--- src/rtl/dec_n_seq.sv ---
// dec_n_seq: registered N-to-2^N one-hot decoder with enable, a valid/ready
// input handshake, and three output modes (LEVEL hold, single-cycle PULSE,
// fixed-length STRETCH with back-pressure).
module dec_n_seq #(
    parameter int N       = 3,
    parameter int STRETCH = 4
) (
    input  logic                clk,
    input  logic                rst,
    input  logic                en,
    input  logic                in_valid,
    output logic                in_ready,
    input  logic [N-1:0]        a,
    input  logic [1:0]          mode,
    output logic [(1<<N)-1:0]   d,
    output logic                busy
);

    localparam int OUT_W = 1 << N;
    localparam int CW    = $clog2(STRETCH + 1);

    typedef enum logic [1:0] {
        S_IDLE  = 2'd0,
        S_HOLD  = 2'd1,
        S_PULSE = 2'd2,
        S_STR   = 2'd3
    } state_t;

    state_t           state_q, state_d;
    logic [CW-1:0]    cnt_q, cnt_d;
    logic [OUT_W-1:0] d_q, d_d;
    logic             busy_q, busy_d;
    logic             accept;

    // Ready drops only while a stretch is still running (cnt>1); reset and en low also block it.
    assign in_ready = ~rst & en & ~((state_q == S_STR) && (cnt_q > CW'(1)));
    assign accept   = en & in_valid & in_ready;

    // State register: async reset clears the output immediately, no clock needed.
    always_ff @(posedge clk or posedge rst) begin
        if (rst) begin
            state_q <= S_IDLE;
            cnt_q   <= '0;
            d_q     <= '0;
            busy_q  <= 1'b0;
        end else begin
            state_q <= state_d;
            cnt_q   <= cnt_d;
            d_q     <= d_d;
            busy_q  <= busy_d;
        end
    end

    // Next-state logic: en low wins, then a new code, then per-state ageing.
    always_comb begin
        state_d = state_q;
        cnt_d   = cnt_q;
        if (!en) begin
            state_d = S_IDLE;
            cnt_d   = '0;
        end else if (accept) begin
            unique case (mode)
                2'b01:   state_d = S_PULSE;
                2'b10:   state_d = S_STR;
                default: state_d = S_HOLD;
            endcase
            cnt_d = CW'(STRETCH);
        end else begin
            unique case (state_q)
                S_PULSE: begin
                    state_d = S_IDLE;
                    cnt_d   = '0;
                end
                S_STR: begin
                    if (cnt_q <= CW'(1)) begin
                        state_d = S_IDLE;
                        cnt_d   = '0;
                    end else begin
                        cnt_d = cnt_q - CW'(1);
                    end
                end
                default: ;
            endcase
        end
    end

    // Output logic: load a fresh one-hot code on accept, clear when heading to IDLE, else hold.
    always_comb begin
        d_d    = d_q;
        busy_d = (state_d != S_IDLE);
        if (!en) begin
            d_d = '0;
        end else if (accept) begin
            d_d    = '0;
            d_d[a] = 1'b1;
        end else if (state_d == S_IDLE) begin
            d_d = '0;
        end
    end

    assign d    = d_q;
    assign busy = busy_q;

endmodule

--- config.mk ---
export PLATFORM = sky130hd
export DESIGN_NAME = dec_n_seq
export DESIGN_NICKNAME = d
export VERILOG_FILES = /design/src/rtl/dec_n_seq.sv
export SDC_FILE = /design/constraint.sdc
export NUM_CORES = 1
export LEC_CHECK = 0
export BUFFER_PORTS_ARGS = -buffer_cell sky130_fd_sc_hd__buf_2
export CORE_ASPECT_RATIO = 1.75
export CORE_UTILIZATION = 25
export CTS_BUF_LIST = sky130_fd_sc_hd__clkbuf_4 sky130_fd_sc_hd__clkbuf_8
export DETAILED_ROUTE_END_ITERATION = 10
export PLACE_DENSITY = 0.43
export RECOVER_POWER = 25
export SKIP_LAST_GASP = 1
export SLEW_MARGIN = 20
export SYNTH_ARGS = -nofsm -noshare
export SYNTH_HDL_FRONTEND = slang
export SYNTH_SLANG_ARGS = --single-unit
--- constraint.sdc ---
create_clock -name clk -period 1.67 [get_ports clk]
set_clock_uncertainty 0.1 [all_clocks]
set_input_delay 0 -clock clk [delete_from_list [all_inputs] [get_ports clk]]
set_output_delay 0 -clock clk [all_outputs]
set_load 0.05 [all_outputs]
### Word-level counts from Yosys, hierarchy flattened

Index checks and enable logic that the tools add are counted.
W data, S select, Z words.

| operators by class | value |
|---|---|
| $add $sub $neg | 1 |
| multipliers | 0 |
| div/mod/pow operators | 0 |
| $lt $le $gt $ge | 4 |
| equality and inequality tests | 6 |
| shift-type cells | 0 |
| mux-type cells | 14 |
| bitwise gates (word level) | 6 |
| reductions and logical operators | 4 |

Operator list:

| cell | number |
|---|---|
| $mux W8 | 3 |
| $mux W3 | 3 |
| $pmux W2 S2 | 2 |
| $eq A2 B2 Y1 const B | 3 |
| $mux W2 | 3 |
| $pmux W3 S2 | 1 |
| $and A1 B1 Y1 | 4 |
| $lt A3 B4 Y1 const B | 1 |
| $ne A4 B1 Y1 const B | 1 |
| $demux W1 S3 | 1 |
| $ge A3 B1 Y1 const B | 1 |
| $gt A3 B1 Y1 const B | 1 |
| $le A3 B1 Y1 const B | 1 |
| $ne A3 B1 Y1 const B | 1 |
| $sub A3 B1 Y3 const B | 1 |
| $eq A2 B1 Y1 const B | 1 |
| $logic_and A1 B1 Y1 | 2 |
| $logic_not A2 Y1 | 1 |
| $not A1 Y1 | 2 |
| $reduce_bool A2 Y1 | 1 |
| $mux W1 | 1 |

| word-level totals | value |
|---|---|
| bits in registers | 14 |
| bits in latches | 0 |
| RAM bits | 0 |
| bits in read-only memories | 0 |
| bits of input ports | 9 |
| output and inout port bits | 10 |
| word-level logic and storage cells | 39 |
| memories kept | 0 |

### Longest topological paths before layout

Gate-level depths: netlist of the first run.

| logic depth | value |
|---|---|
| depth in word-level cells | 11 |
| mapped depth | 6 |
| gate-level depth less buffers | 6 |

### Least setup slack after synthesis of the first run

Ideal clock, no wire load.

| timing | value |
|---|---|
| path kind | register to output |
| from | reg cnt_q[1] |
| to | out in_ready |
| arrival | 1.913 ns |
| setup slack | -0.343 ns |
| stages on the path, launching flop included | 6 |
| path through | dfrtp_1 > inv_1 > ha_1 > o21bai_4 > a21oi_4 > nor3_1 |

| between the ends | value |
|---|---|
| longest elaborated chain between the ends | 4 |

RTL lines:

| element | RTL line | source |
|---|---|---|
| start, declared | 30 | `logic [CW-1:0] cnt_q, cnt_d;` |
| start signal, assigned | 48 | `cnt_q <= cnt_d;` |
| $gt A3 B1 Y1 | 36 | `assign in_ready = ~rst & en & ~((state_q == S_STR) && (cnt_q > CW'(1)));` |
| $logic_and A1 B1 Y1 | 36 |  |
| $not A1 Y1 | 36 |  |
| $and A1 B1 Y1 | 36 |  |
| end, declared | 12 | `output logic in_ready,` |

Every way passes these cells.

### Worst setup path after layout of the first run

| timing | value |
|---|---|
| from | reg cnt_q[1] |
| to | reg d_q[2], in the netlist d[2] |

| between the ends | value |
|---|---|
| longest elaborated chain between the ends | 9 |
| elaborated cells between the ends (all ways) | 14 |

RTL lines:

| element | RTL line | source |
|---|---|---|
| $gt A3 B1 Y1 | 36 |  |
| $logic_and A1 B1 Y1 | 36 |  |
| $not A1 Y1 | 36 |  |
| $and A1 B1 Y1 | 36 |  |
| $and A1 B1 Y1 | 37 | `assign accept = en & in_valid & in_ready;` |
| $mux W2 | 61 | `end else if (accept) begin` |
| $mux W2 | 58 | `if (!en) begin` |
| $logic_not A2 Y1 | 96 | `end else if (state_d == S_IDLE) begin` |
| $ne A3 B1 Y1 (no source line) | - |  |
| end signal, assigned | 44 | `d_q <= '0;` |
| end signal, assigned | 49 | `d_q <= d_d;` |
| end, declared | 31 | `logic [OUT_W-1:0] d_q, d_d;` |

Several ways; a longest one is shown, not always the timed one.
A chain may end at the register's enable or synchronous reset.

==> results of run 1 <==
routing by layer:
layer  wire length (microns)  vias to the layer above
met5                       0                        -
met4                      30                        0
met3                      74                        5
met2                    1061                       17
met1                     674                      301
li1                        -                      304
power groups by stage:
stage                     registers [mW]  logic (mW)  clock network (mW)
after CTS                          0.353       0.102               0.283
after floorplan                    0.369      0.0395                   0
after global placement             0.359      0.0867                   0
after global routing               0.354       0.110               0.299
final                              0.353      0.0987               0.278
after detailed placement           0.359      0.0862                   0
logic make-up after synthesis:
family / share of synthesized area, %
buffers and inverters: 6.185
adder cells (fa/ha/maj): 5.155
AO/OA/AOI/OAI: 29.04
AND/OR/NAND/NOR: 11.51
flip-flops: 48.11
cells in the final DEF, fill, tap and decap left out:
cell type	count
nor3_4	1
dlygate4sd3_1	7
a21oi_4	1
a21oi_1	3
a22o_1	1
a32o_2	3
a21o_1	1
nor3_2	1
a32o_1	1
a31o_1	1
clkbuf_1	2
o32a_2	1
buf_4	2
a31oi_4	1
nor2_1	4
or2_1	1
buf_2	16
o21ai_0	1
nand3_1	2
nand2_1	3
o22ai_1	2
ha_1	3
nor3_1	1
nand2_2	1
clkbuf_8	3
inv_2	1
o311ai_2	1
o2bb2ai_1	3
buf_6	1
inv_1	11
and3b_1	1
o21bai_4	1
nor4_1	1
dfrtp_1	14
worst register-to-register path, delay by kind of cell (launching register included):
kind / cells / cell delay [ps]
AOI/OAI and AO/OA: 3 / 700
DFF: 1 / 360
adders and majority gates: 1 / 170
and+or+nand+nor: 1 / 110
buffers and inverters: 1 / 60
final cells by class:
type,count,area (sq um),share of cell area (%)
Timing Repair Buffer,28,183.9,18.42
Tap cell,27,33.78,3.383
Clock buffer,3,41.29,4.135
Multi-Input combinational cell,40,344.1,34.46
Inverter,12,45.04,4.511
Sequential cell,14,350.3,35.09
worst max path at each step:
stage          endpoint  slack (ps)
2_1_floorplan  in_ready          90
3_3_place_gp       d[2]         150
3_5_place_dp       d[3]         120
4_1_cts            d[3]          30
5_1_grt            d[3]         -10
6_report           d[2]          60
through the flow:
step	utilization (%)	setup TNS, ps	instances	cell area [sq um]	hold slack (ps)
2_1_floorplan	-	0	66	733.2	-202.5
3_3_place_gp	32.60	0	115	887.1	-20.09
3_5_place_dp	32.60	0	115	887.1	-19.92
4_1_cts	36.87	0	124	1003	41.67
5_1_grt	36.69	-23.72	124	998.5	70.04
6_report	36.69	0	124	998.5	32.40
flip-flops by register name (all words and copies together) (netlist names):
| register | cells |
|---|---|
| state_q | 2 |
| busy | 1 |
| d | 8 |
| cnt_q | 3 |
what timing repair did:
| item | in CTS | in global routing |
|---|---|---|
| pin swaps | 0 | 1 |
| endpoints found under the hold margin | 23 | 0 |
| endpoints found under the setup margin | 1 | 5 |
| gates cloned | 0 | 0 |
| resized for setup | 4 | 0 |
| hold buffers | 7 | 0 |
==> impl_metrics.py, run 1 <==
metrics = {
    "status": {
        "status": "finished, final reports clean",
    },
    "power_and_ir_drop": {
        "pwr-share-seq_pct": 48.4,
        "irDropWorstVdd_v": 0.0003649,
        "power_frac_comb_pct": 13.5,
        "power.leakage_nw": 0.5035,
        "power_mw": 0.7300,
        "p_per_area_nw_per_um2": 731.1,
        "swShare_pct": 25.62,
        "p_sw_mw": 0.1870,
        "clkPwrFrac_pct": 38.1,
        "cell_internal_pwr_mw": 0.5430,
    },
    "yosys": {
        "ys.flop_type": "dfrtp_1",
        "synth_area_leaders": "dfrtp_1 (48%), inv_1 (6.2%), ha_1 (5.2%)",
        "synthesis.nets": 78,
        "syn_inst": 66,
        "yosysWarnings": 0,
        "synth.most_common_cell": "dfrtp_1",
        "synth_edf_count": 0,
        "synth_common_cells": "dfrtp_1 (14), inv_1 (12), nor2_1 (4)",
        "yosysSeqAreaShare_pct": 48.11,
        "synthArstFlopShare_pct": 100.0,
        "synth-seq-cells": 14,
        "synth_largest_area_cell": "dfrtp_1",
        "syn_avg_cell_area_sq_um": 11.03,
        "netlist-cell-type-count": 26,
        "synth_area_sq_um": 728.2,
        "synth_top_area_share_pct": 48.11,
    },
    "finish": {
        "syn_to_final_growth_pct": 37.11,
        "nNetsFinal": 111,
        "num-fill-cells": 282,
        "n_antenna_cell": 0,
        "drive_gt1_share_pct": 35.05,
    },
    "worst_setup_path": {
        "reg2reg_slack_ps": 60,
        "critPathTopFamily": "compound AO/OA/AOI/OAI gates",
        "arrival_ps": 1650,
        "critPathMaxFanout": 5,
        "startpoint": "cnt_q[1]",
        "reg2reg_from": "cnt_q[1]",
        "ff2ff_path_depth": 6,
        "max_stage_delay_ps": 360,
        "crit_type": "reg2reg",
        "crit_required_ps": 1700,
        "cp_cell_sequence": "inv_2 -> ha_1 -> o21bai_4 -> a21oi_4 -> nor3_2 -> a32o_2",
        "end_kind": "flop",
        "path_depth": 6,
        "r2r-end": "d[2]",
        "cp.buffers_inverters": 1,
        "timing.critical_path.from_type": "flop",
        "crit_path_top_delay_cell": "dfrtp_1",
    },
    "floorplan": {
        "rows": 25,
        "pin_count": 19,
        "die_w_microns": 42.80,
        "initial_utilization_pct": 26.76,
        "core_sq_um": 2721,
        "die_area_sq_um": 3141,
        "die-height_microns": 73.40,
    },
    "global_route": {
        "busiest_layer": "met2",
        "grt_pass1_vias": 689,
        "grt_usage_pct": 13.50,
        "met2_usage_pct": 25.59,
        "gr-usage-met1_pct": 14.66,
        "grt_max_degree": 15,
        "grt_antenna_before_repair": 0,
        "met3_usage_pct": 1.474,
        "grt_overflow": 0,
        "grt_pass1_wl_mm": 3.160,
    },
    "sta": {
        "clock.fmax_mhz": 620.0,
        "fin_crit_ps": 1613,
        "worst_pin_slew_ps": 788.0,
        "report.final.slew_viol_count": 0,
        "hold_viol_final": 0,
        "fin_crit_sh_pct": 96.58,
        "slew_headroom_pct": 47.47,
        "rsz0062_at_grt": "yes",
        "setup_viol": 0,
        "setup_slack_ps": 57.17,
    },
    "drt": {
        "wl_per_cell_microns": 14.84,
        "viasPerCell": 5.056,
        "first_iter_violations": 9,
        "drtAntennaViolNets": 0,
        "drt_first_pass_iters": 4,
        "vias": 627,
        "remaining_drc_errors": 0,
        "wl_mm": 1.840,
    },
    "worst_hold_path": {
        "hp-start": "mode[1]",
        "hold-path-endpoint": "state_q[1]",
        "min_path_type": "in2reg",
        "hold_depth": 4,
    },
    "cts": {
        "cts_tree": "done",
        "numCtsBuffers": 3,
        "cts_buffer_depth": 2,
        "clock_sinks": 14,
        "cts_htree_levels": 1,
        "clkTransAtPathRegs_ps": 60,
        "cts_setup_buffers": 0,
        "clk_latency_ps": 250,
        "cts_root_buf": "clkbuf_8",
    },
    "placed_design": {
        "dp_hpwl_mm": 1.465,
        "place_ws_ps": 115.3,
        "place_congestion": 0.6826,
        "port-buffer-count": 18,
    },
    "flow_run": {
        "cap_violations": 0,
    },
}
(Power assumes the default switching activity.)
==> inputs of run 2 (changes only) <==
- CORE_ASPECT_RATIO: 1.75 -> default
==> impl_metrics.py, run 2 (synthesis results as in run 1) <==
metrics = {
    "power_and_ir_drop": {
        "power_mw": 0.6303,
        "power.leakage_nw": 0.5244,
        "irDropWorstVdd_v": 0.0004470,
        "p_per_area_nw_per_um2": 604.8,
    },
    "cts": {
        "cts_htree_levels": 1,
        "cts_root_buf": "clkbuf_4",
        "cts_buffer_depth": 2,
        "clkTransAtPathRegs_ps": 80,
        "cts_tree": "done",
        "clock_sinks": 14,
        "clk_latency_ps": 270,
        "numCtsBuffers": 3,
    },
    "worst_hold_path": {
        "hold_depth": 3,
        "min_path_type": "in2reg",
    },
    "global_route": {
        "grt_pass1_vias": 582,
        "grt_overflow": 0,
        "grt_usage_pct": 10.65,
        "grt_max_degree": 15,
        "grt_pass1_wl_mm": 2.649,
        "grt_antenna_before_repair": 0,
    },
    "sta": {
        "hold_viol_final": 0,
        "worst_pin_slew_ps": 733.5,
        "fin_crit_ps": 1625,
        "rsz0062_at_grt": "yes",
        "report.final.slew_viol_count": 0,
        "setup_viol": 0,
        "fin_crit_sh_pct": 97.29,
        "clock.fmax_mhz": 615.5,
        "slew_headroom_pct": 51.10,
        "setup_slack_ps": 45.31,
    },
    "drt": {
        "wl_per_cell_microns": 11.48,
        "vias": 615,
        "drtAntennaViolNets": 0,
        "viasPerCell": 4.590,
        "first_iter_violations": 9,
        "remaining_drc_errors": 0,
        "drt_first_pass_iters": 4,
        "wl_mm": 1.538,
    },
    "worst_setup_path": {
        "crit_required_ps": 1570,
        "crit_type": "reg2out",
        "ff2ff_path_depth": 6,
        "critPathMaxFanout": 3,
        "cp_cell_sequence": "ha_1 -> o21bai_4 -> a21oi_4 -> buf_6 -> nor3_4 -> buf_6",
        "cpMostUsedCell": "buf_6",
        "reg2reg_slack_ps": 70,
        "max_stage_delay_ps": 390,
        "crit_path_top_delay_cell": "dfrtp_1",
        "end_kind": "primary output",
        "timing.critical_path.from_type": "flop",
        "arrival_ps": 1520,
    },
    "finish": {
        "final_cell_mix": "buf_2 (16), dfrtp_1 (14), inv_1 (11)",
        "syn_to_final_growth_pct": 43.13,
        "final_common_cell": "buf_2",
        "nNetsFinal": 117,
        "drive_gt1_share_pct": 37.86,
        "n_antenna_cell": 0,
        "largest_reg_flops": 8,
    },
    "placed_design": {
        "place_congestion": 0.6920,
        "place_ws_ps": 130.2,
        "dp_hpwl_mm": 1.155,
        "port-buffer-count": 18,
    },
    "floorplan": {
        "pin_count": 19,
        "initial_utilization_pct": 26.41,
        "die_w_microns": 55.97,
        "rows": 19,
        "core_sq_um": 2758,
        "die_area_sq_um": 3133,
        "die-height_microns": 55.97,
    },
    "flow_run": {
        "cap_violations": 0,
    },
    "status": {
        "status": "finished, final reports clean",
    },
}
[run 2: power breakdown]
group	total, mW	switching, mW	internal (mW)	leakage (nW)
registers	0.352	0.00585	0.346	0.193
clock network	0.178	0.0949	0.0833	0.0138
logic	0.101	0.0605	0.0401	0.317
[run 2: through the flow]
step	TNS [ps]	util [%]	hold WS, ps	area, sq um	cells
CTS	0	36.57	39.16	1008	131
detailed placement	0	32.35	-25.00	892.1	119
floorplan	0	-	-202.5	733.2	66
global route	-42.01	37.79	94.61	1042	134
finish	0	37.79	86.62	1042	134
global placement	0	32.35	-22.84	892.1	119
[run 2: timing repair]
| item | in CTS | in global routing |
|---|---|---|
| resized for setup | 3 | 3 |
| pin swaps | 2 | 2 |
| endpoints found under the setup margin | 1 | 3 |
| hold buffers | 8 | 0 |
| hold endpoints to repair | 23 | 0 |
| setup buffers | 1 | 3 |
[run 2: path summary, 6_finish.rpt]
path	from	endpoint
max in group asynchronous	rst	d[4]
min in group asynchronous	rst	cnt_q[2]
worst min-delay path	in_valid	cnt_q[2]
worst max register to register	cnt_q[0]	d[2]
worst max-delay path	cnt_q[0]	in_ready
worst min register to register	d[5]	d[5]
[run 2: area by class of cell]
class | instances | area [sq um]
inverters | 12 | 45.04
fillers | 291 | 1715
well taps | 31 | 38.79
repair buffers | 34 | 235.2
flip-flops and latches | 14 | 350.3
multi-input cells | 40 | 350.3
clock buffers | 3 | 22.52
[run 2: worst max-delay path: cells and delay by family (launching register included)]
kind            cells  cell delay (ps)
flops               1              390
fa+ha+maj           1              190
buf+inv             2              280
compound gates      2              360
simple gates        1               30
[run 2: layer usage]
| metal | vias up | global-route usage (%) | wire, microns |
|---|---|---|---|
| met1 | 291 | 15.21 | 756 |
| met2 | 10 | 15.82 | 719 |
| li1 | 312 | - | - |
| met4 | 0 | 4.181 | 11 |
| met5 | - | 0 | 0 |
| met3 | 2 | 2.093 | 50 |
